===== src/rtl/norz_seq_pkg.sv =====
// Shared types and constants for the cycle sequencer that feeds the I-table decoder tree.
package norz_seq_pkg;

  typedef enum logic [1:0] {
    CYC_CM1 = 2'd0,
    CYC_CMR = 2'd1,
    CYC_CMW = 2'd2
  } norz_cycle_e;

  localparam int          XPT_W    = 4;
  localparam logic [3:0]  XPT_MAX  = 4'd15;
  localparam logic [3:0]  WAIT_T   = 4'd1;
  localparam int          ITABLE_W = 8;

endpackage


===== src/rtl/norz_xpt_counter.sv =====
// T-state counter: synchronous clear, hold, saturate at XPT_MAX with a sticky overflow flag.
module norz_xpt_counter
  import norz_seq_pkg::*;
(
  input  logic             clock,
  input  logic             reset,
  input  logic             clear,
  input  logic             hold,
  output logic [XPT_W-1:0] count,
  output logic             overflow
);

  logic [XPT_W-1:0] count_reg;
  logic             overflow_reg;

  always_ff @(posedge clock) begin
    if (reset) begin
      count_reg    <= '0;
      overflow_reg <= 1'b0;
    end else if (clear) begin
      count_reg    <= '0;
    end else if (hold) begin
      count_reg    <= count_reg;
    end else if (count_reg == XPT_MAX) begin
      // Saturate rather than wrap so a missing PR_Reset_XPT stays visible.
      overflow_reg <= 1'b1;
    end else begin
      count_reg    <= count_reg + 1'b1;
    end
  end

  assign count    = count_reg;
  assign overflow = overflow_reg;

endmodule


===== src/rtl/norz_cycle_sequencer.sv =====
// Sequencing state for the I-table decoders: XPT, ITABLE, opcode pair and machine-cycle FSM.
// Wait-state insertion on mem_ready is built only when NORZ_WAIT_STATE_EN is defined.
module norz_cycle_sequencer
  import norz_seq_pkg::*;
(
  input  logic                clock,
  input  logic                reset,
  input  logic                PR_Reset_XPT,
  input  logic                P2_Set_CM1,
  input  logic                P2_Set_CMR,
  input  logic                P2_Set_CMW,
  input  logic                P2_Set_ITABLE,
  input  logic                P2_Reset_ITABLE,
  input  logic [ITABLE_W-1:0] ITABLE_next,
  input  logic                Pa_Ophd,
  input  logic [7:0]          DBUS,
  input  logic                mem_ready,
  output logic [XPT_W-1:0]    XPT,
  output logic [XPT_W-1:0]    notXPT,
  output logic [ITABLE_W-1:0] ITABLE,
  output logic [ITABLE_W-1:0] notITABLE,
  output logic [7:0]          OP,
  output logic [7:0]          OPOPold,
  output logic                CM1,
  output logic                CMR,
  output logic                CMW,
  output logic                decode_enable,
  output logic                xpt_overflow
);

  norz_cycle_e         state_reg, state_next;
  logic                run_reg;
  logic [ITABLE_W-1:0] itable_reg, itable_next;
  logic [7:0]          op_reg, opold_reg;
  logic [XPT_W-1:0]    xpt_value;
  logic                stall;

`ifdef NORZ_WAIT_STATE_EN
  assign stall = (xpt_value == WAIT_T) & ~mem_ready;
`else
  logic unused_mem_ready;
  assign unused_mem_ready = mem_ready;
  assign stall            = 1'b0;
`endif

  norz_xpt_counter u_xpt_counter (
    .clock    (clock),
    .reset    (reset),
    .clear    (run_reg & PR_Reset_XPT),
    .hold     (stall),
    .count    (xpt_value),
    .overflow (xpt_overflow)
  );

  always_ff @(posedge clock) begin
    if (reset) begin
      state_reg  <= CYC_CM1;
      run_reg    <= 1'b0;
      itable_reg <= '0;
      op_reg     <= '0;
      opold_reg  <= '0;
    end else begin
      state_reg  <= state_next;
      run_reg    <= 1'b1;
      itable_reg <= itable_next;
      if (run_reg && Pa_Ophd) begin
        opold_reg <= op_reg;
        op_reg    <= DBUS;
      end
    end
  end

  // Strobes are meaningless until the first post-reset cycle, so run_reg gates them all.
  always_comb begin
    state_next  = state_reg;
    itable_next = itable_reg;
    if (run_reg) begin
      if (P2_Set_CM1)      state_next = CYC_CM1;
      else if (P2_Set_CMR) state_next = CYC_CMR;
      else if (P2_Set_CMW) state_next = CYC_CMW;

      if (P2_Set_ITABLE)        itable_next = ITABLE_next;
      else if (P2_Reset_ITABLE) itable_next = '0;
    end
  end

  assign XPT           = xpt_value;
  assign notXPT        = ~xpt_value;
  assign ITABLE        = itable_reg;
  assign notITABLE     = ~itable_reg;
  assign OP            = op_reg;
  assign OPOPold       = opold_reg;
  assign CM1           = (state_reg == CYC_CM1);
  assign CMR           = (state_reg == CYC_CMR);
  assign CMW           = (state_reg == CYC_CMW);
  assign decode_enable = run_reg & ~stall;

endmodule

===== config.mk =====
export PLATFORM = sky130hd
export DESIGN_NAME = norz_cycle_sequencer
export DESIGN_NICKNAME = d
export VERILOG_FILES = /design/src/rtl/norz_seq_pkg.sv /design/src/rtl/norz_xpt_counter.sv /design/src/rtl/norz_cycle_sequencer.sv
export SDC_FILE = /design/constraint.sdc
export NUM_CORES = 1
export LEC_CHECK = 0
export BUFFER_PORTS_ARGS = -buffer_cell sky130_fd_sc_hd__buf_2
export CAP_MARGIN = 20
export CELL_PAD_IN_SITES_DETAIL_PLACEMENT = 1
export CELL_PAD_IN_SITES_GLOBAL_PLACEMENT = 1
export CORE_MARGIN = 10
export CORE_UTILIZATION = 30
export CTS_BUF_LIST = sky130_fd_sc_hd__clkbuf_2 sky130_fd_sc_hd__clkbuf_4 sky130_fd_sc_hd__clkbuf_8
export CTS_CLUSTER_DIAMETER = 30
export DETAILED_ROUTE_END_ITERATION = 10
export GPL_TIMING_DRIVEN = 0
export PLACE_DENSITY = 0.86
export REMOVE_ABC_BUFFERS = 1
export SYNTH_ARGS = -nofsm -noshare
export SYNTH_HDL_FRONTEND = slang
export SYNTH_SLANG_ARGS = --single-unit

===== constraint.sdc =====
create_clock -name clock -period 1.33 [get_ports clock]
set_clock_uncertainty 0.15 [all_clocks]
set_input_delay 0.0665 -clock clock [delete_from_list [all_inputs] [get_ports clock]]
set_output_delay 0.0665 -clock clock [all_outputs]
set_load 0.02 [all_outputs]

# Yosys cells after proc, flatten, opt, wreduce, memory -nomap -nowiden
# Cells that the tools add are included.
op_classes:
  addsub: 1
  n_eq_ne: 3
  mux: 6
  bitwise: 4
  n_reduce_logical: 8
ops:
  columns: ["op", "n"]
  rows:
  - ["two-way mux 8 bit", 2]
  - ["NOT 8 bit", 1]
  - ["two-way mux 2 bit", 3]
  - ["AND reduction 2 bit", 3]
  - ["adder 4 x 1 -> 4 bit, second input constant", 1]
  - ["== test 4 bit, second input constant", 1]
  - ["NOT 4 bit", 1]
  - ["nonzero test 3 bit", 1]
  - ["== test 2 x 1 -> 1 bit, second input constant", 1]
  - ["== test 2 bit, second input constant", 1]
  - ["logical NOT 2 bit", 1]
  - ["nonzero test 2 bit", 1]
  - ["OR reduction 2 bit", 1]
  - ["bitwise AND 1 bit", 1]
  - ["logical AND 1 bit", 1]
  - ["two-way mux 1 bit", 1]
  - ["NOT 1 bit", 1]
totals:
  regBits: 32
  in_bits: 26
  output_inout_bits: 45
  wordCells: 29

# Logic depth before layout (Yosys ltp)
# Gate-level depths: netlist (run 1).
logic_depth:
  word_depth: 3
  depth_mapped: 6
  ltp_nobuf: 4

# Modules after synthesis
# From an unflattened synthesis (run 1), not the netlist that was laid out.
hier_totals:
  hier_cells: 153
  hier_area_um2: 1535.2
modules_own_cells:
  columns: ["mod", "instances", "cells_each", "area_each_um2", "seq_area_each_um2"]
  rows:
  - ["norz_cycle_sequencer", 1, 129, 1302.5, 540.5]
  - ["norz_xpt_counter", 1, 24, 232.7, 100.1]

# Worst setup path before layout (run 1)
# Ideal clock, no wire load.
synth_timing:
  path_kind: "register to register"
  start: "register u_xpt_counter.count_reg[0], in the netlist u_xpt_counter.count[0]"
  end: "register u_xpt_counter.count_reg[1], in the netlist u_xpt_counter.count[1]"
  setup_time_ps: 116
  arrival_time_ps: 1090
  required_ps: 1064
  path_slack_ps: -25
  stages_incl_launch_ff: 5
  n_path_buf: 0
  period_less_slack_ps: 1355
  path_cell_list: "dfxtp_1 > ha_1 > nand3_1 > mux2i_1 > nor2_1"
synth_via:
  elab_chain_cells: 1
  elab_cells_between_ends: 2
  classes_between: "1 x add/sub; 1 x eq/ne"
synth_lines:
  columns: ["item", "line_no", "source"]
  rows:
  - ["start, declared", "norz_xpt_counter.sv:13", "logic [XPT_W-1:0] count_reg;"]
  - ["start signal, assigned", "norz_xpt_counter.sv:23", "count_reg <= count_reg;"]
  - ["start signal, assigned", "norz_xpt_counter.sv:28", "count_reg <= count_reg + 1'b1;"]
  - ["adder 4 x 1 -> 4 bit / == test 4 bit (equally long branches)", "norz_xpt_counter.sv:28, norz_xpt_counter.sv:24", null]
# Parallel ways exist; a longest one is shown, timed or not.
# A chain may end at the register's enable or synchronous reset.

# Worst setup path after layout (run 1)
layout_timing:
  start: "register run_reg, in the netlist decode_enable"
  end: "register itable_reg[3], in the netlist ITABLE[3]"
layout_via:
  elab_chain_cells: 1
layout_lines:
  columns: ["item", "line_no", "source"]
  rows:
  - ["start, declared", "norz_cycle_sequencer.sv:32", "logic run_reg;"]
  - ["start signal, assigned", "norz_cycle_sequencer.sv:58", "run_reg <= 1'b0;"]
  - ["start signal, assigned", "norz_cycle_sequencer.sv:64", "run_reg <= 1'b1;"]
  - ["AND reduction 2 bit (no line)", null, null]
  - ["end signal, assigned", "norz_cycle_sequencer.sv:65", "itable_reg <= itable_next;"]
  - ["end, declared", "norz_cycle_sequencer.sv:33", "logic [ITABLE_W-1:0] itable_reg, itable_next;"]
# Every way passes these cells.

==> results of run 1 <==
how the worst max path moves through the flow:
stage                           start                      to  slack [ps]  depth (start not counted)
2_1_floorplan           decode_enable                   OP[0]         -60                          3
3_3_place_gp            decode_enable                   OP[3]        -250                          3
3_5_place_dp            decode_enable                   OP[4]        -280                          3
4_1_cts        u_xpt_counter.count[0]  u_xpt_counter.count[1]          30                          4
5_1_grt        u_xpt_counter.count[0]  u_xpt_counter.count[1]          10                          4
6_report                decode_enable               ITABLE[3]          90                          3
layout by cell type, fill, tap and decap left out, types with 3 or more instances in the layout:
cell           instances
buf_2                 69
nand2_1               35
dfxtp_1               29
dlygate4sd3_1         19
nor2_1                15
inv_1                 14
a21oi_2               10
a22oi_1                8
a21oi_1                7
clkbuf_8               6
dfxtp_2                3
worst max-delay path, delay by kind of cell, from the launching register on:
family / cells / cell delay (ps)
flops: 1 / 460
compound gates: 1 / 130
simple gates: 2 / 440
final cells by class:
class                           instances  area (µm²)
Sequential cell                        32       644.4
Tap cell                               50       62.56
Inverter                               14       52.55
Multi-Input combinational cell         94       523.0
Fill cell                             488        2085
Clock buffer                            8       97.59
Timing Repair Buffer                   88       535.5
what timing repair did:
| item | CTS | global route |
|---|---|---|
| pin swaps | 0 | 1 |
| resized for setup | 7 | 3 |
| hold buffers | 19 | 0 |
| endpoints found under the setup margin | 25 | 2 |
| endpoints found under the hold margin | 18 | 0 |
| gates cloned | 0 | 0 |
metal layers:
metal,GRT usage (%),wire [µm],vias up
met4,2.844,52,0
met1,12.24,1772,601
met2,21.30,2080,46
li1,-,-,653
met5,0,0,-
met3,5.121,314,7
per-stage QoR:
stage / setup TNS (ps) / hold WS, ps
4_1_cts: 0 / 29.22
3_3_place_gp: -3982 / 154.4
5_1_grt: 0 / 88.61
3_5_place_dp: -4395 / 162.6
6_report: 0 / 13.88
2_1_floorplan: -880.5 / -21.06
power by group through the flow:
stage	Sequential, W	Clock, W	Combinational, W
final	0.00103	0.000803	0.000326
after global routing	0.00104	0.000864	0.000362
after CTS	0.00103	0.000822	0.000327
after detailed placement	0.00105	0	0.000278
after global placement	0.00104	0	0.000271
after floorplan	0.00108	0	0.000109
cell families after synthesis:
kind of cell	share of synthesized area, %
AND/OR/NAND/NOR	19.70
flip-flops	51.46
AO/OA/AOI/OAI	17.89
buffers and inverters	8.442
XOR/XNOR	0.7036
multiplexers	0.8041
adder cells (fa/ha/maj)	1.005
==> summary by stage, run 1 <==
Pwr
Across the VDD grid, the largest voltage drop is ~560 µV. The sequential power share is 47.7%. The final total power is between 0.002 and 0.0025 W. The combinational power share is between 10% and 20%. The cell-internal power is about 0.0016 W. The analysis attributes to cell leakage a power of approximately 0.87 nW. Net switching is 26.05% of the power. The areal power density over the cells is about 1100 nW/µm². The clock network power share is 37.2%. Summed over all nets, the switching power comes to 0.0005624 W.

Clock network
The number of buffers on the longest clock path is 2. The number of setup buffers added after CTS is 0. The total clock buffers created by CTS is 5. The count of H-tree levels built during CTS is 2. For the worst-skew pair, the clock arrives at the later sink with an insertion delay of around 280 ps. The clock root buffer is clkbuf_8.

TritonCTS built the clock tree. The clock sink count is 32. Clock-pin slew was measured on the worst setup and hold paths at ~60 ps.

Setup path
Of all nets on the critical path, the largest fanout is 10. STA puts the critical path data arrival time at approximately 1300 ps. In this run the critical register-to-register path is captured at ITABLE[3]. The type of element capturing the critical path is a flip-flop. The minimum setup slack among reg-to-reg paths is just under 90 ps.

For the worst setup path, the data required time is between 1000 and 1500 ps. The count of cells along the worst register-to-register path is 3. The signal on the critical path passes through and2_1 -> a22oi_1 -> nor2_1. The reg-to-reg critical path startpoint is decode_enable.

STA classifies the critical path startpoint as a flip-flop. On the worst path, the slowest cell contributes a delay of roughly 460 ps. The type of the worst setup path is reg -> reg. The cell type of the slowest stage on the worst timing path is dfxtp_2.

Global route
The aggregate global-route resource usage is 11.79%. The number of antenna violations at the first check in global routing came to 0. The via count of the first global-routing pass is 1337.

The maximum number of pins on one net before global-route repair is 28. The sum of overflow across all layers after global routing is 0. The first global-routing pass estimated 6982 µm of wire.

Die
The die is between 80 and 90 µm tall. The core box area is approximately 4000 µm². ~70 I/O pins were placed.

After floorplanning, the core was divided into 23 placement rows. The die covers just over 7000 µm². The starting density of the core is between 30 and 40%. The die span in x is 84.42 µm.

Timing
The maximum operating frequency is approximately 0.81 GHz. Setup repair after global routing left no endpoint under its margin. The portion of the clock cycle consumed by the worst path in the final layout is between 90 and 100%.

The number of hold-slack violations in the final timing report is 0. Setup slack on the critical path of the routed design comes to around 89 ps. The max-slew violation count was 0. The worst relative slew slack is between 60% and 70%. The final-report setup violation count is 0.

The routed design could run at a clock period as short as 1241 ps. At the pin with the least slew margin, the transition time is between 500 and 600 ps.

Detailed routing
The total routed wirelength is 4219 µm. The number of routed nets with antenna violations is 0. The DRC violation total after the first TritonRoute iteration is 40. After detailed routing, the number of remaining DRC violations is 0. The routed wire length per instance is about 15 µm. The via count is 1307. The first TritonRoute pass finished after 4 iterations. In the routed layout, each cell is associated on average with a via count of 4.570.

Synthesis
The most common cell in the synthesized netlist is nand2_1. Counting flops with an async set or reset pin after synthesis yields a share of 0%. Synthesis instantiated 26 different standard cells from the library. After synthesis, the most frequently instantiated cells are nand2_1, dfxtp_1, nor2_1. The synthesized design devotes to its leading area cell type about half of total area. Synthesis inferred 32 register bits. In the synthesized netlist the dominant register cell turns out to be dfxtp_1. The cell area that synthesis handed to floorplanning was roughly 1200 µm².

The proportion of synthesized chip area in sequential cells is 51.46%. Averaged over all synthesized cells, the footprint is roughly 8.4 µm². The number of enable flip-flop cells after synthesis is 0.

The cell count after synthesis is around 150. Ranked by total cell area, the synthesized netlist is headed by dfxtp_1, nand2_1, a21oi_2. The total of warnings raised by yosys is 0.

The synthesized design spends more area on one cell type than any other, namely dfxtp_1.

Place
The area after detailed placement is about 1600 µm². The worst slack at placement is -283.1 ps. The wire-length estimate of the detail-placed layout is roughly 2900 µm.

The number of buffer cells added on primary ports is between 60 and 70. The cell count after placement is around 260. The final weighted congestion in routability-driven placement is around 0.71.

Cells and area
The antenna cell count is 0. Excluding fillers, the count of instances in the completed layout stands at ~290. After the last flow step, the layout net total stands at 262. The signed area change from the synthesized netlist to the final layout is 53.87%. The final instance area is between 1500 and 2000 µm². For this run, the share of the core covered by cells in the final layout is a little under half. The share of cells above drive strength 1 is approximately two fifths.

Job
The count of maximum capacitance violations is 0.

Worst hold path
The terminating pin of the worst hold path is u_xpt_counter.count[0]. The path category of the worst min-delay check is in -> reg. The instance count along the most critical hold path is 4.

The startpoint of the tightest hold check path is PR_Reset_XPT.

Run status
The run finished with clean final reports.
(Power assumes the default switching activity.)
==> run 2: changes to the inputs <==
PLACE_DENSITY = not set   (was 0.86)
PLACE_DENSITY_LB_ADDON = 0.3   (was not set)
==> run 2 against run 1 <==
Non-clock buffer count did not move. Sequential share of layout area increased by 0.49 points. Maximum frequency is 0.83% higher. Clock-buffer cell count down 3. Critical endpoint is now u_xpt_counter.count[1]. Largest power group unchanged.
==> summary by stage, run 2 (same netlist as run 1, synthesis figures left out) <==
Cells and area
The filler-free cell count of the finished design is 284 (-0.70%). The signed area change from the synthesized netlist to the final layout is 51.36%. The post-layout utilization of the core is 47.11% (-0.78 points). In the layout the commonest cells are buf_2, nand2_1, dfxtp_1. The fill cell instance count of the final layout came to 496 (+1.6%). The commonest non-fill, non-tap cell in the layout is buf_2. The share of cells above drive strength 1 is 39.06% (-0.77 points). The area occupied by multi-input gates was 519.2 µm² (-0.72%). The final net count is 262 (unchanged). The sequential cell area is 643.1 µm² (-0.19%).

Timing
The clock period minus final worst setup slack is 1230 ps (-10.16 ps). The worst relative slew slack is 61.23% (+1.1 points). The maximum operating frequency is 0.8128 GHz (+0.83%). The max-slew violation count is 0 (unchanged).

The slew at the pin closest to its max-slew limit came to 581.5 ps (-17.20 ps). The portion of the clock cycle consumed by the worst path in the final layout was 92.51% (-0.76 points). The number of hold-slack violations in the final timing report was 0 (unchanged). The slack of the critical path is 99.63 ps (+10.16 ps). The final-report setup violation count was 0 (unchanged). Setup repair after global routing left no endpoint under its margin.

Die
The total number of placement rows is 23 (unchanged). The starting density of the core is 31.12% (unchanged). The vertical extent of the die is 84.42 µm (unchanged). The top-level port count is 71 (unchanged). The die footprint came to 7127 µm² (unchanged). The die span in x was 84.42 µm (unchanged). The core box area is 4000 µm² (unchanged).

Run status
The flow ran to the end, and the final reports show no timing, DRC or antenna violations.

Global route
The aggregate global-route resource usage was 11.36% (-0.43 points). The sum of overflow across all layers after global routing is 0 (unchanged). The first-pass GRT wire length came to 6686 µm (-4.2%). The number of antenna violations at the first check in global routing came to 1 (+1). The via count of the first global-routing pass is 1375 (+2.8%). The maximum number of pins on one net before global-route repair is 28 (unchanged).

Setup path
By startpoint and endpoint, the worst setup path is classified as reg -> reg. STA classifies the critical path startpoint as a flip-flop. The data required time at the worst endpoint is 1350 ps (-40 ps). The type of element capturing the critical path is a flip-flop. The highest fanout seen on the critical path is 5 (-5). The data arrival time of the worst path was 1250 ps (-50 ps).

Clock network
The number of buffers on the longest clock path is 2 (unchanged). The worst-skew pair later-pin latency is 270 ps (about the same). The total clock buffers created by CTS was 5 (unchanged). The clock edge transition at the registers on the reported setup and hold paths is 60 ps (about the same). The clock sink count was 32 (unchanged).

The count of H-tree levels built during CTS is 2 (unchanged). The clock root buffer is clkbuf_8. The number of setup buffers added after CTS is 0 (unchanged). The TritonCTS clock tree is yes.

Detailed routing
The DRC violation total after the first TritonRoute iteration was 26 (-35%). The via count was 1270 (-2.8%). The detailed-routing iteration count for the pre-antenna-repair pass is 4 (unchanged). The routed wire length per instance came to 14.12 µm (-4.3%). The routed via count divided by cell count was 4.472 (-2.1%). The total routed wirelength was 4010 µm (-5.0%). The number of routed nets with antenna violations is 0 (unchanged). The remaining routing DRC violations came to 0 (unchanged).

Place
The worst slack at placement was -253.7 ps (+29.42 ps). The cell count after placement is 259 (unchanged). The final weighted congestion in routability-driven placement came to 0.6826 (-4.2%). The number of buffer cells added on primary ports is 69 (unchanged). The detailed placer's ending HPWL is 2849 µm (-1.5%).

Pwr
The leakage power was 0.8447 nW (-2.4%). The areal power density over the cells came to 1059 nW/µm² (-6.0%). The final total power is 0.001996 W (-7.6%). The largest vdd supply drop came to 403.2 µV (-28%).

Worst hold path
The min-delay analysis places its worst path in the category in -> reg.

Job
The count of maximum capacitance violations is 0 (unchanged).
==> run 2: metal layers <==
metal	global-route usage, %	share of wire (%)	up-vias
met5	0	0	-
met3	5.990	9.0	9
met4	4.940	2.6	0
met1	12.24	43	561
met2	18.19	45	52
li1	-	-	648
==> run 2: path summary, 6_finish.rpt <==
check,from,endpoint,slack [ps],cells after the start
setup / recovery,u_xpt_counter.count[1],u_xpt_counter.count[1],100,4
hold / removal,PR_Reset_XPT,u_xpt_counter.count[0],30,4
setup reg to reg,u_xpt_counter.count[1],u_xpt_counter.count[1],100,4
hold reg to reg,OPOPold[2],OPOPold[2],300,2
==> run 2: layout make-up <==
class | instances | share of cell area (%)
diodes | 1 | 0.1328
flip-flops and latches | 32 | 34.13
multi-input cells | 94 | 27.56
clock buffers | 5 | 3.652
inverters | 14 | 2.789
well taps | 50 | 3.320
repair buffers | 88 | 28.42
==> run 2: repair_timing <==
| item | CTS | global route |
|---|---|---|
| pin swaps | 0 | 0 |
| endpoints found under the setup margin | 26 | 27 |
| hold buffers | 19 | 0 |
| gates resized for setup | 2 | 7 |
| endpoints found under the hold margin | 18 | 0 |
==> run 2: critical path: stages, from the launching register on <==
cell and delay (ps):
dfxtp_1 430, ha_4 190, nand3_1 130, mux2i_1 180, nor2_1 50
==> run 2: stage by stage <==
stage                     cell area [µm²]  setup TNS (ps)  hold slack (ps)
after floorplan                      1192          -880.5           -21.06
final                                1884               0            28.58
after CTS                            1863           -1176            30.41
after global placement               1600           -4032            157.9
after detailed placement             1600           -3864            167.1
after global routing                 1884               0            60.15
==> run 2: where the power goes <==
part	switching, W	internal [W]	total [W]
logic	0.000184	0.000138	0.000322
clock network	0.000309	0.000336	0.000645
registers	0.0000332	0.000995	0.00103
==> run 3: changes to the inputs <==
--- a/config.mk
+++ b/config.mk
@@ -18,4 +18,5 @@
 export PLACE_DENSITY_LB_ADDON = 0.3
 export REMOVE_ABC_BUFFERS = 1
+export SKIP_LAST_GASP = 1
 export SYNTH_ARGS = -nofsm -noshare
 export SYNTH_HDL_FRONTEND = slang
==> constraint.sdc (replaced) <==
create_clock -name clock -period 1.33 [get_ports clock]
set_clock_uncertainty 0.15 [all_clocks]
set_input_delay 0.266 -clock clock [delete_from_list [all_inputs] [get_ports clock]]
set_output_delay 0.266 -clock clock [all_outputs]
set_load 0.02 [all_outputs]
==> run 3 against run 2 <==
Critical path depth is 2 lower. Via count is 5.7% lower. Worst setup slack worse by 110 ps. Utilization is 4.1 points lower. Clock-buffer cell count stayed put. Sequential power hardly changed. Register-to-register slack hardly changed. Clock power hardly changed. Die area stayed put. Critical path type is now reg -> out. The run now ends with setup timing left. First-iteration DRC count stayed put. Highest routed layer unchanged. Final cell count is 7.0% lower. Routed wire length is 9.5% lower. Critical endpoint is now notXPT[1].
==> summary by stage, run 3 (same netlist as run 1, synthesis figures left out) <==
Run status
The run finished, with violations left. The final reports fail on setup timing.

Clock network
The number of buffers on the longest clock path came to 2 (unchanged). The count of H-tree levels built during CTS is 2 (unchanged). The worst-skew pair later-pin latency is 270 ps (about the same).

The number of setup buffers added after CTS is 0 (unchanged). TritonCTS built the clock tree. The root buffer cell chosen for the clock tree is clkbuf_8. The clock sink count is 32 (unchanged). The number of buffers inserted by hold repair at cts is 0 (-19). The total clock buffers created by CTS was 5 (unchanged).

The clock edge transition at the registers on the reported setup and hold paths was 60 ps (about the same).

Setup path
The reg-to-reg critical path startpoint is u_xpt_counter.count[1]. The data arrival time of the worst path is 920 ps (-330 ps). In this run the critical register-to-register path is captured at u_xpt_counter.count[1]. The critical path is of the reg -> out type. The data required time at the worst endpoint is 910 ps (-440 ps). The startpoint type of the worst setup path is a flip-flop. The type of element capturing the critical path is an output pin. The minimum setup slack among reg-to-reg paths was 110 ps (about the same). The highest fanout seen on the critical path is 5 (unchanged). The count of cells along the worst register-to-register path is 4 (unchanged).

Cells and area
The share of cells above drive strength 1 was 44.86% (+5.8 points). Relative to the synthesized area, the layout overhead comes to 38.09%. The fill cell instance count of the final layout is 514 (+3.6%). The antenna cell count is 0 (-1).

The final net count is 243 (-7.3%). In the layout the commonest cells are buf_2, nand2_1, dfxtp_1. The commonest non-fill, non-tap cell in the layout is buf_2. The final instance area came to 1719 µm² (-8.8%).

Timing
The max-slew violation count is 0 (unchanged). The slew at the pin closest to its max-slew limit came to 588.2 ps (+6.700 ps). The clock period minus final worst setup slack is 1336 ps (+105.8 ps).

The final-report setup violation count came to 2 (+2). The slack of the critical path is -6.212 ps (-105.8 ps). The portion of the clock cycle consumed by the worst path in the final layout is 100.5% (+8.0 points). The maximum operating frequency is 0.7484 GHz (-7.9%). The number of hold-slack violations in the final timing report is 0 (unchanged).

The worst relative slew slack is 60.79% (-0.45 points). Setup repair after global routing could not meet its margin everywhere.

Global route
The maximum number of pins on one net before global-route repair is 28 (unchanged). The via count of the first global-routing pass is 1280 (-6.9%). The sum of overflow across all layers after global routing is 0 (unchanged).

The first-pass GRT wire length is 6175 µm (-7.6%). The aggregate global-route resource usage is 10.43% (-0.93 points). The number of antenna violations at the first check in global routing was 0 (-1).

Die
The die span in x is 84.42 µm (unchanged). The total number of placement rows is 23 (unchanged). The core box area came to 4000 µm² (unchanged).

The starting density of the core came to 31.12% (unchanged). The top-level port count is 71 (unchanged). The die footprint is 7127 µm² (unchanged). The vertical extent of the die is 84.42 µm (unchanged).

Pwr
The largest vdd supply drop is 384.7 µV (-4.6%). The areal power density over the cells was 1135 nW/µm² (+7.1%). The final total power is 0.001950 W (-2.3%). The leakage power was 0.7713 nW (-8.7%).

Detailed routing
The remaining routing DRC violations is 0 (unchanged). The DRC violation total after the first TritonRoute iteration is 26 (unchanged). The routed wire length per instance is 13.74 µm (-2.7%). The number of routed nets with antenna violations is 0 (unchanged). The total routed wirelength is 3628 µm (-9.5%). The detailed-routing iteration count for the pre-antenna-repair pass is 4 (unchanged). The via count is 1197 (-5.7%). The routed via count divided by cell count is 4.534 (+1.4%).

Worst hold path
The instance count along the most critical hold path is 3 (-1). The worst hold path terminates at ITABLE[6]. The startpoint identified for the worst hold timing path is ITABLE_next[6].

The min-delay analysis places its worst path in the category in -> reg.

Place
The area after detailed placement was 1600 µm² (unchanged). The number of buffer cells added on primary ports came to 69 (unchanged). The final weighted congestion in routability-driven placement is 0.6826 (unchanged). The detailed placer's ending HPWL is 2849 µm (unchanged).

Job
The count of maximum capacitance violations is 0 (unchanged).
==> run 3: critical path, cell delays in order, from the launching register on <==
cell and delay, ps:
dfxtp_1 430, inv_1 60, buf_2 160
==> run 3: layer usage <==
layer	vias up	share of wire, %	global-route usage [%]
met2	46	44	16.60
met4	0	1.4	3.593
met5	-	0	0
met3	5	10	5.700
met1	536	44	11.57
li1	610	-	-
==> run 3: report_power, final <==
part           internal, W  switching (W)
combinational     0.000105       0.000173
sequential        0.000994      0.0000336
clock             0.000336       0.000309
==> run 3: repair_timing <==
| action | 4_1_cts | 5_1_grt |
|---|---|---|
| resized for setup | 9 | 12 |
| endpoints found under the hold margin | 0 | 0 |
| endpoints found under the setup margin | 34 | 31 |
==> run 3: how the worst max path moves through the flow <==
stage / startpoint / end / slack (ps) / depth (start not counted)
finish: u_xpt_counter.count[1] / notXPT[1] / -6 / 2
global route: state_reg[1] / CMW / -50 / 2
CTS: state_reg[0] / CMR / -5 / 2
detailed placement: decode_enable / OPOPold[4] / -250 / 3
global placement: decode_enable / OP[1] / -250 / 3
floorplan: decode_enable / OP[0] / -60 / 3
==> run 3: layout make-up <==
class                      instances  area (µm²)  share of cell area, %
clock buffer                       5       68.82                  4.003
inverter                          14       52.55                  3.057
tap                               50       62.56                  3.639
timing repair buffer              69       359.1                  20.89
sequential                        32       653.1                  37.99
multi-input combinational         94       523.0                  30.42
==> run 3: stage by stage <==
step | setup TNS, ps | cells | setup slack, ps | util, % | hold WS (ps)
global route | -205.8 | 264 | -45.65 | 42.98 | 82.68
CTS | -4.737 | 264 | -4.737 | 42.07 | 74.58
finish | -6.566 | 264 | -6.212 | 42.98 | 76.47
detailed placement | -4344 | 259 | -253.7 | 40.01 | 295.3
floorplan | -880.5 | 140 | -59.61 | - | 178.4
global placement | -4473 | 259 | -249.1 | 40.01 | 293.0
